### src/rtl/axis_stall_lfsr.sv
// 16-bit Fibonacci LFSR (taps 16,14,13,11) producing a pseudo-random stall.
// stall_next_c reflects the LFSR value that will be held after the next edge,
// so the consumer can register its ready output in step with the LFSR.
module axis_stall_lfsr (
    input  logic CLK,
    input  logic RST,
    output logic stall_next_c
);

    logic [15:0] lfsr;
    logic [15:0] lfsr_n;

    // Next LFSR value: shift left, feedback from taps 16,14,13,11.
    always_comb begin
        lfsr_n = {lfsr[14:0], lfsr[15] ^ lfsr[13] ^ lfsr[12] ^ lfsr[10]};
    end

    // LFSR register, reseeded on reset.
    always_ff @(posedge CLK) begin
        if (RST) begin
            lfsr <= 16'hACE1;
        end else begin
            lfsr <= lfsr_n;
        end
    end

    assign stall_next_c = (lfsr_n[1:0] == 2'b00);

endmodule

### config.mk
export PLATFORM = sky130hd
export DESIGN_NAME = axis_stall_lfsr
export DESIGN_NICKNAME = d
export VERILOG_FILES = /design/src/rtl/axis_stall_lfsr.sv
export SDC_FILE = /design/constraint.sdc
export NUM_CORES = 1
export LEC_CHECK = 0
export BUFFER_PORTS_ARGS = -buffer_cell sky130_fd_sc_hd__buf_2
export CAP_MARGIN = 25
export CELL_PAD_IN_SITES_DETAIL_PLACEMENT = 1
export CELL_PAD_IN_SITES_GLOBAL_PLACEMENT = 1
export CORE_AREA = 10 10 47 49
export DETAILED_ROUTE_END_ITERATION = 12
export DIE_AREA = 0 0 57 59
export PLACE_DENSITY_LB_ADDON = 0.05
export SKIP_CTS_REPAIR_TIMING = 1
export SYNTH_ARGS = -nofsm -noshare
export SYNTH_HDL_FRONTEND = slang
export SYNTH_SLANG_ARGS = --single-unit
### constraint.sdc
create_clock -name CLK -period 2.3 [get_ports CLK]
set_input_delay 0.345 -clock CLK [delete_from_list [all_inputs] [get_ports CLK]]
set_output_delay 0.345 -clock CLK [all_outputs]
set_load 0.01 [all_outputs]
==> results.py, run 1 <==
metrics = {
    "routing": {
        "viasPerCell": 4.16,
        "first_iter_violations": 0,
        "drc": 0,
        "antenna_left": 0,
        "wire_per_inst_um": 10.2,
        "first_pass_iters": 1,
        "wl_um": 584,
        "vias": 237,
    },
    "finish": {
        "top_register": "lfsr",
        "antenna_cells": 0,
        "final_nets": 45,
        "reg_top3": "lfsr x16",
        "drive_gt1_share_pct": 12.2,
        "largest_reg_flops": 16,
        "syn2layout_area_growth_pct": 10.7,
    },
    "pwr": {
        "power.leakage_nw": 0.200,
        "ir_worst_vdd_uv": 318,
        "p_per_area_nw_per_um2": 943,
    },
    "grt": {
        "overflow": 0,
        "antenna_found_initial": 0,
        "grt_max_degree": 17,
        "grt_pass1_wl_um": 1100,
        "grt.total_usage_pct": 4.26,
        "grt_pass1_vias": 269,
    },
    "place": {
        "port_buffers": 2,
        "place_ws_ps": 1060,
        "gp_congestion": 0.588,
        "post-dp-hpwl_um": 407,
    },
    "clocking": {
        "cts.clk_slew.worst_paths_ps": 80,
        "root_buffer": "clkbuf_4",
        "cts_tree": "yes",
        "cts-buffers-inserted": 3,
        "htreeDepth": 1,
        "cts.path.max_buffers": 2,
        "clk_latency_ps": 280,
        "clock-sinks": 16,
    },
    "synth": {
        "synth_top_area_share_pct": 70.5,
        "synth_area_leaders": "dfxtp_1 (71%), nor2b_1 (11%), or2_1 (11%)",
        "synth_most_common_cell": "dfxtp_1",
        "yosys.area.top_type": "dfxtp_1",
        "synth_ff_type": "dfxtp_1",
        "synthDistinctLibCells": 7,
        "syn-cell-area_um2": 454,
        "ys_async_sr_fraction_pct": 0,
        "yosysWarnings": 0,
        "synth_edf_count": 0,
        "synth.net_count": 39,
        "yosysSeqAreaShare_pct": 70.5,
        "ys_ff_latch": 16,
        "syn_inst": 37,
        "syn_avg_cell_area_um2": 12.3,
        "synthTopCellsByCount": "dfxtp_1 (16), nor2b_1 (8), or2_1 (8), xnor2_1 (2)",
    },
    "flow_run": {
        "max_cap_viol_count": 0,
    },
    "sta": {
        "tightest_slew_ps": 229,
        "min_period_ps": 1530,
        "holdWs_ps": 397,
        "finClkSkew_ps": 3.26,
        "setup_ws_ps": 770,
        "rsz0062_at_grt": "no",
        "max_freq_mhz": 653,
        "setup_violations": 0,
        "final_max_slew_viol_count": 0,
        "timing.final.crit_share_pct": 66.5,
        "slew_headroom_pct": 84.7,
        "setup_tns_ps": 0,
        "final-hold-violation-count": 0,
    },
    "setup_path": {
        "arrival_ps": 1190,
        "start_kind": "register",
        "crit_required_ps": 1960,
        "worst-path-max-fanout": 2,
        "timing.rr.end": "lfsr[0]$_SDFF_PP1_",
        "endpoint": "stall_next_c",
        "worst_setup_path_end_kind": "primary output",
        "reg2reg_setup_slack_ps": 1340,
        "r2r_cells": 3,
        "cp-startpoint": "lfsr[10]$_SDFF_PP1_",
        "worst_r2r_startpoint": "lfsr[12]$_SDFF_PP0_",
        "criticalPathCategory": "register to primary output",
    },
    "floorplan": {
        "die_x_um": 57,
        "start_util_pct": 32.4,
        "die_area_um2": 3360,
        "core_um2": 1400,
        "ios": 3,
        "die_y_um": 59,
        "rows": 14,
    },
    "status": {
        "status": "finished, final reports clean",
    },
    "hold_path": {
        "hold_class": "input port to register",
    },
}
-- cells by family (layout without fill, tap and decap cells) --
family	count (synthesis)	count (layout)	share of synthesized area [%]
xor gates and xnor gates	3	3	5.79
DFF	16	16	70.5
and+or+nand+nor	17	17	22.9
buffers and inverters	1	5	0.826
-- layout make-up --
| type | instances | area, um^2 |
|---|---|---|
| multi-input cells | 20 | 130 |
| repair buffers | 2 | 10.0 |
| fillers | 158 | 898 |
| clock buffers | 3 | 22.5 |
| well taps | 16 | 20.0 |
| flip-flops and latches | 16 | 320 |
-- cells in the final DEF (no fill, tap or decap) --
cell type | Yosys | layout
xnor2_1 | 2 | 2
dfxtp_1 | 16 | 16
clkbuf_4 | 0 | 3
or2_1 | 8 | 8
nor2_1 | 1 | 1
xor2_1 | 1 | 1
buf_2 | 0 | 2
nor2b_1 | 8 | 8
-- worst min path at each step --
stage | startpoint | endpoint | slack (ps) | depth (start not counted)
3_5_place_dp | lfsr[4]$_SDFF_PP0_ | lfsr[5]$_SDFF_PP1_ | 400 | 1
5_1_grt | RST | lfsr[9]$_SDFF_PP0_ | 420 | 2
2_1_floorplan | lfsr[14]$_SDFF_PP0_ | lfsr[15]$_SDFF_PP1_ | 380 | 1
6_report | RST | lfsr[8]$_SDFF_PP0_ | 400 | 2
3_3_place_gp | lfsr[6]$_SDFF_PP1_ | lfsr[7]$_SDFF_PP1_ | 390 | 1
4_1_cts | RST | lfsr[8]$_SDFF_PP0_ | 400 | 2
-- through the flow --
step                      area (um^2)  total power [mW]  utilization (%)  instances
after floorplan                   454             0.332                -         37
after global placement            480             0.341             34.3         54
after detailed placement          480             0.343             34.3         54
after CTS                         503             0.478             35.9         57
after global routing              503             0.500             35.9         57
final                             503             0.475             35.9         57
-- report_power, final --
part | switching [mW] | total [mW] | internal, mW | leakage (nW)
Clock | 0.0783 | 0.139 | 0.0607 | 0.0138
Combinational | 0.0150 | 0.0324 | 0.0174 | 0.0531
Sequential | 0.00637 | 0.303 | 0.297 | 0.133
-- critical path: stages (launching register included) --
cell,delay (ps)
dfxtp_1,320
xor2_1,160
xnor2_1,220
nor2_1,60
buf_2,140
-- routing by layer --
metal	global-route usage [%]	wire length [um]
met4	4.03	17
met5	0	0
met1	4.58	281
met2	6.05	260
met3	1.93	25
(Power assumes the default switching activity.)
==> inputs of run 2 (changes only) <==
ABC_AREA = 1   (was not set)
clock period = 1.45 ns   (was 2.3 ns; I/O delays follow)
==> run 2 against run 1 <==
Compared with the run above:
- via count grew 38%
- highest routed layer is now met3
- critical path type unchanged
- critical path depth rose by 3
- global-route usage grew 0.46 points
- routed wire length up 23%
- first-iteration DRC count increased by 2
- clock power increased by 59%
==> results.py, run 2 <==
metrics = {
    "finish": {
        "top_register": "lfsr",
        "final_common_cell": "inv_1",
        "antenna_cells": 0,
        "reg_top3": "lfsr x16",
        "fillers": 175,
        "final_nets": 67,
        "drive_gt1_share_pct": 31.7,
        "layoutNonFillerInstCount": 79,
        "final_cell_mix": "inv_1 (13), dfxtp_1 (12), nor2_1 (8)",
        "fin_util_pct": 41.3,
        "syn2layout_area_growth_pct": 14.4,
        "largest_reg_flops": 16,
    },
    "floorplan": {
        "die_y_um": 59,
        "rows": 14,
        "core_um2": 1400,
        "ios": 3,
        "die_area_um2": 3360,
        "die_x_um": 57,
        "start_util_pct": 36.1,
    },
    "routing": {
        "wl_met2_um": 323,
        "vias": 326,
        "viasPerCell": 4.13,
        "antenna_left": 0,
        "wire_per_inst_um": 9.13,
        "wl_met1_um": 366,
        "wl_met3_um": 30,
        "first_iter_violations": 2,
        "first_pass_iters": 3,
        "wl_um": 721,
        "drc": 0,
        "routed.top_layer": "met3",
    },
    "synth": {
        "synth_area_leaders": "dfxtp_1 (63%), inv_1 (9.7%), nor2_1 (7.4%)",
        "synth_ff_type": "dfxtp_1",
        "synthDistinctLibCells": 11,
        "ys_ff_latch": 16,
        "synth_top_area_share_pct": 63.4,
        "synth_edf_count": 0,
        "yosys.area.top_type": "dfxtp_1",
        "synthXorXnorAreaFrac_pct": 1.73,
        "synth_top_family_by_area": "simple AND/OR/NAND/NOR gates",
        "synth-adder-area-share_pct": 0,
        "yosysSeqAreaShare_pct": 63.4,
        "synth.net_count": 60,
        "synth-simple-area-share_pct": 23.8,
        "synth_most_common_cell": "dfxtp_1",
        "synthTopCellsByCount": "dfxtp_1 (16), inv_1 (13), nor2_1 (10), nand2_1 (9), or2_2 (4)",
        "ys_async_sr_fraction_pct": 0,
        "syn_avg_cell_area_um2": 8.72,
        "yosysWarnings": 0,
        "synth_compound_area_share_pct": 0,
        "syn_inst": 58,
        "muxShareOfSynthArea_pct": 0,
        "syn-cell-area_um2": 505,
    },
    "setup_path": {
        "arrival_ps": 1140,
        "timing.rr.end": "lfsr[0]$_SDFF_PP1_",
        "reg2reg_setup_slack_ps": 580,
        "r2r_cells": 6,
        "crit_required_ps": 1230,
        "start_kind": "register",
        "criticalPathCategory": "register to primary output",
        "worst_r2r_startpoint": "lfsr[15]$_SDFF_PP1_",
        "worst_setup_path_end_kind": "primary output",
        "worst-path-max-fanout": 3,
    },
    "clocking": {
        "cts.path.max_buffers": 2,
        "cts.clk_slew.worst_paths_ps": 90,
        "htreeDepth": 1,
        "clock-sinks": 16,
        "root_buffer": "clkbuf_4",
        "cts-buffers-inserted": 3,
        "cts_tree": "yes",
        "clk_latency_ps": 280,
    },
    "pwr": {
        "combinationalPowerShare_pct": 8.8,
        "p_clk_share_pct": 28.6,
        "p_per_area_nw_per_um2": 1340,
        "power.leakage_nw": 0.296,
        "power_frac_seq_pct": 62.6,
        "ir_worst_vdd_uv": 595,
        "switchingPower_uw": 176,
        "p_int_uw": 597,
        "p_sw_share_pct": 22.8,
    },
    "sta": {
        "slew_headroom_pct": 85.6,
        "setup_violations": 0,
        "tightest_slew_ps": 217,
        "final_max_slew_viol_count": 0,
        "setup_ws_ps": 95.5,
        "min_period_ps": 1350,
        "max_freq_mhz": 738,
        "finClkSkew_ps": 8.23,
        "final-hold-violation-count": 0,
        "timing.final.crit_share_pct": 93.4,
    },
    "place": {
        "place_ws_ps": 366,
        "dp.cells": 75,
        "port_buffers": 2,
        "post-dp-hpwl_um": 539,
        "gp_congestion": 0.596,
    },
    "grt": {
        "overflow": 0,
        "antenna_found_initial": 0,
        "grt.total_usage_pct": 4.71,
        "grt_pass1_vias": 294,
        "grt_max_degree": 15,
        "grt_pass1_wl_um": 1220,
    },
    "hold_path": {
        "hold_path_depth": 2,
        "hp-start": "RST",
        "hold_class": "input port to register",
        "hold_end": "lfsr[12]$_SDFF_PP0_",
    },
    "status": {
        "status": "finished, final reports clean",
    },
    "flow_run": {
        "max_cap_viol_count": 0,
    },
}
run 2: worst max-delay path by stage:
stage / endpoint / startpoint / depth (start not counted)
floorplan: stall_next_c / lfsr[12]$_SDFF_PP0_ / 6
global placement: stall_next_c / lfsr[12]$_SDFF_PP0_ / 7
detailed placement: stall_next_c / lfsr[12]$_SDFF_PP0_ / 7
CTS: stall_next_c / lfsr[12]$_SDFF_PP0_ / 7
global route: stall_next_c / lfsr[10]$_SDFF_PP1_ / 7
finish: stall_next_c / lfsr[13]$_SDFF_PP1_ / 7
run 2: metal layers:
metal	up-vias	GRT usage (%)
met3	0	2.15
met5	-	0
met1	151	5.86
li1	173	-
met4	0	4.03
met2	2	5.89
run 2: metrics by stage:
stage / power [mW] / setup TNS, ps / hold slack (ps) / cell area, um^2
after global routing: 0.816 / -11.5 / 264 / 578
final: 0.773 / 0 / 253 / 578
after global placement: 0.548 / 0 / 391 / 528
after floorplan: 0.535 / 0 / 324 / 505
after detailed placement: 0.551 / 0 / 400 / 528
after CTS: 0.773 / 0 / 255 / 551
run 2: power groups by stage:
| stage | clock network (mW) | logic (mW) | registers, mW |
|---|---|---|---|
| final | 0.221 | 0.0683 | 0.484 |
| after global routing | 0.250 | 0.0789 | 0.487 |
| after CTS | 0.232 | 0.0611 | 0.480 |
| after detailed placement | 0 | 0.0605 | 0.491 |
| after global placement | 0 | 0.0590 | 0.489 |
| after floorplan | 0 | 0.0479 | 0.487 |
run 2: kinds of logic (layout without fill, tap and decap cells):
| logic type | after synthesis | after routing |
|---|---|---|
| simple gates | 27 | 27 |
| flops | 16 | 16 |
| buf+inv | 14 | 19 |
| xor+xnor | 1 | 1 |
run 2: cell type report:
cell class	instances	area [um^2]	share of cell area (%)
Clock buffer	3	22.5	3.90
Inverter	13	48.8	8.44
Multi-Input combinational cell	28	144	24.9
Timing Repair Buffer	3	17.5	3.03
Tap cell	16	20.0	3.46
Sequential cell	16	325	56.3
run 2: critical path: stages (launching register included):
cell,delay [ps]
dfxtp_2,350
nor2_4,110
inv_1,40
nand2_1,50
nand2_1,80
nand2_2,80
nor2_2,30
buf_2,130
==> inputs of run 3 (changes only) <==
CORE_AREA = not set   (was 10 10 47 49)
CORE_MARGIN = 10   (was not set)
CORE_UTILIZATION = 31   (was not set)
CTS_CLUSTER_DIAMETER = 30   (was not set)
DIE_AREA = not set   (was 0 0 57 59)
==> run 3 against run 2 <==
Compared with the run above:
- sequential share of layout area down 0.65 points
- register-to-register slack better by 110 ps
- setup slack better by 17 ps
- worst hold slack about the same
- design area up 1.9%
- flip-flop and latch count unchanged
- power up 7.8%
- critical endpoint unchanged
- largest cell class unchanged
- largest power group unchanged
==> results.py, run 3 (same netlist as run 2, synthesis figures left out) <==
metrics = {
    "sta": {
        "setup_tns_ps": 0,
        "final_max_slew_viol_count": 0,
        "timing.final.crit_share_pct": 92.2,
        "setup_violations": 0,
        "tightest_slew_ps": 220,
        "final-hold-violation-count": 0,
        "rsz0062_at_grt": "no",
        "slew_headroom_pct": 85.4,
        "min_period_ps": 1340,
        "finClkSkew_ps": 2.39,
        "max_freq_mhz": 748,
    },
    "setup_path": {
        "worst_setup_path_end_kind": "primary output",
        "reg2reg_setup_slack_ps": 690,
        "arrival_ps": 1120,
        "crit_required_ps": 1230,
        "criticalPathCategory": "register to primary output",
        "worst-path-max-fanout": 3,
        "start_kind": "register",
    },
    "clocking": {
        "clk_latency_ps": 280,
        "clock-sinks": 16,
        "htreeDepth": 1,
        "cts.path.max_buffers": 2,
        "cts-buffers-inserted": 3,
        "cts.clk_slew.worst_paths_ps": 90,
        "root_buffer": "clkbuf_4",
        "cts_tree": "yes",
    },
    "finish": {
        "fin_util_pct": 38.7,
        "final_cell_mix": "inv_1 (13), dfxtp_1 (12), nor2_1 (8)",
        "syn2layout_area_growth_pct": 16.6,
        "largest_reg_flops": 16,
        "final_common_cell": "inv_1",
        "top_register": "lfsr",
        "final_nets": 66,
        "drive_gt1_share_pct": 33.3,
        "fillers": 183,
        "antenna_cells": 0,
        "reg_top3": "lfsr x16",
    },
    "floorplan": {
        "start_util_pct": 33.2,
        "rows": 14,
        "ios": 3,
        "core_um2": 1520,
        "die_area_um2": 3650,
        "die_y_um": 60.4,
        "die_x_um": 60.4,
    },
    "routing": {
        "first_pass_iters": 1,
        "wl_um": 697,
        "first_iter_violations": 0,
        "drc": 0,
        "antenna_left": 0,
        "vias": 316,
        "wire_per_inst_um": 8.82,
        "viasPerCell": 4.00,
    },
    "pwr": {
        "p_per_area_nw_per_um2": 1410,
        "ir_worst_vdd_uv": 553,
        "power.leakage_nw": 0.300,
    },
    "hold_path": {
        "hold_class": "input port to register",
    },
    "grt": {
        "overflow": 0,
        "grt_pass1_wl_um": 1300,
        "grt_pass1_vias": 322,
        "antenna_found_initial": 0,
        "grt.total_usage_pct": 4.92,
        "grt_max_degree": 15,
    },
    "place": {
        "post-dp-hpwl_um": 497,
        "port_buffers": 2,
        "gp_congestion": 0.627,
    },
    "flow_run": {
        "max_cap_viol_count": 0,
    },
    "status": {
        "status": "finished, final reports clean",
    },
}
[run 3: metrics by stage]
| stage | instances | hold WS [ps] | power (mW) | worst slack (ps) | instance area [um^2] |
|---|---|---|---|---|---|
| 6_report | 79 | 253 | 0.834 | 113 | 589 |
| 5_1_grt | 79 | 263 | 0.883 | 0.334 | 589 |
| 4_1_cts | 79 | 249 | 0.844 | 44.6 | 564 |
| 3_5_place_dp | 75 | 398 | 0.549 | 374 | 528 |
| 3_3_place_gp | 75 | 391 | 0.548 | 388 | 528 |
| 2_1_floorplan | 58 | 324 | 0.535 | 507 | 505 |
[run 3: critical path, cell delays in order (launching register included)]
cell and delay [ps]:
dfxtp_4 370, nand2_2 60, inv_1 50, nor2_2 80, nand2_2 70, nand2_2 60, nor2_2 30, buf_2 130
[run 3: final timing paths]
kind / from / cells after the start / to
setup / recovery: lfsr[13]$_SDFF_PP1_ / 7 / stall_next_c
hold reg to reg: lfsr[7]$_SDFF_PP1_ / 2 / lfsr[8]$_SDFF_PP0_
setup reg to reg: lfsr[12]$_SDFF_PP0_ / 5 / lfsr[0]$_SDFF_PP1_
hold / removal: RST / 2 / lfsr[12]$_SDFF_PP0_
[run 3: layout make-up]
type | instances | area (um^2) | area share [%]
clock buffers | 4 | 36.3 | 6.16
inverters | 13 | 48.8 | 8.28
multi-input cells | 28 | 146 | 24.8
flip-flops and latches | 16 | 328 | 55.6
well taps | 16 | 20.0 | 3.40
repair buffers | 2 | 10.0 | 1.70
[run 3: per-layer routing]
layer / global-route usage [%] / up-vias / part of all wire [%]
met2: 6.62 / 2 / 43
li1: - / 170 / -
met3: 2.09 / 2 / 5.9
met5: 0 / - / 0
met4: 5.77 / 0 / 1.3
met1: 5.27 / 142 / 49
[run 3: power by group]
part	leakage [nW]	internal (mW)	switching, mW	total (mW)
logic	0.145	0.0281	0.0349	0.0630
clock network	0.0210	0.153	0.135	0.288
registers	0.133	0.469	0.0137	0.482
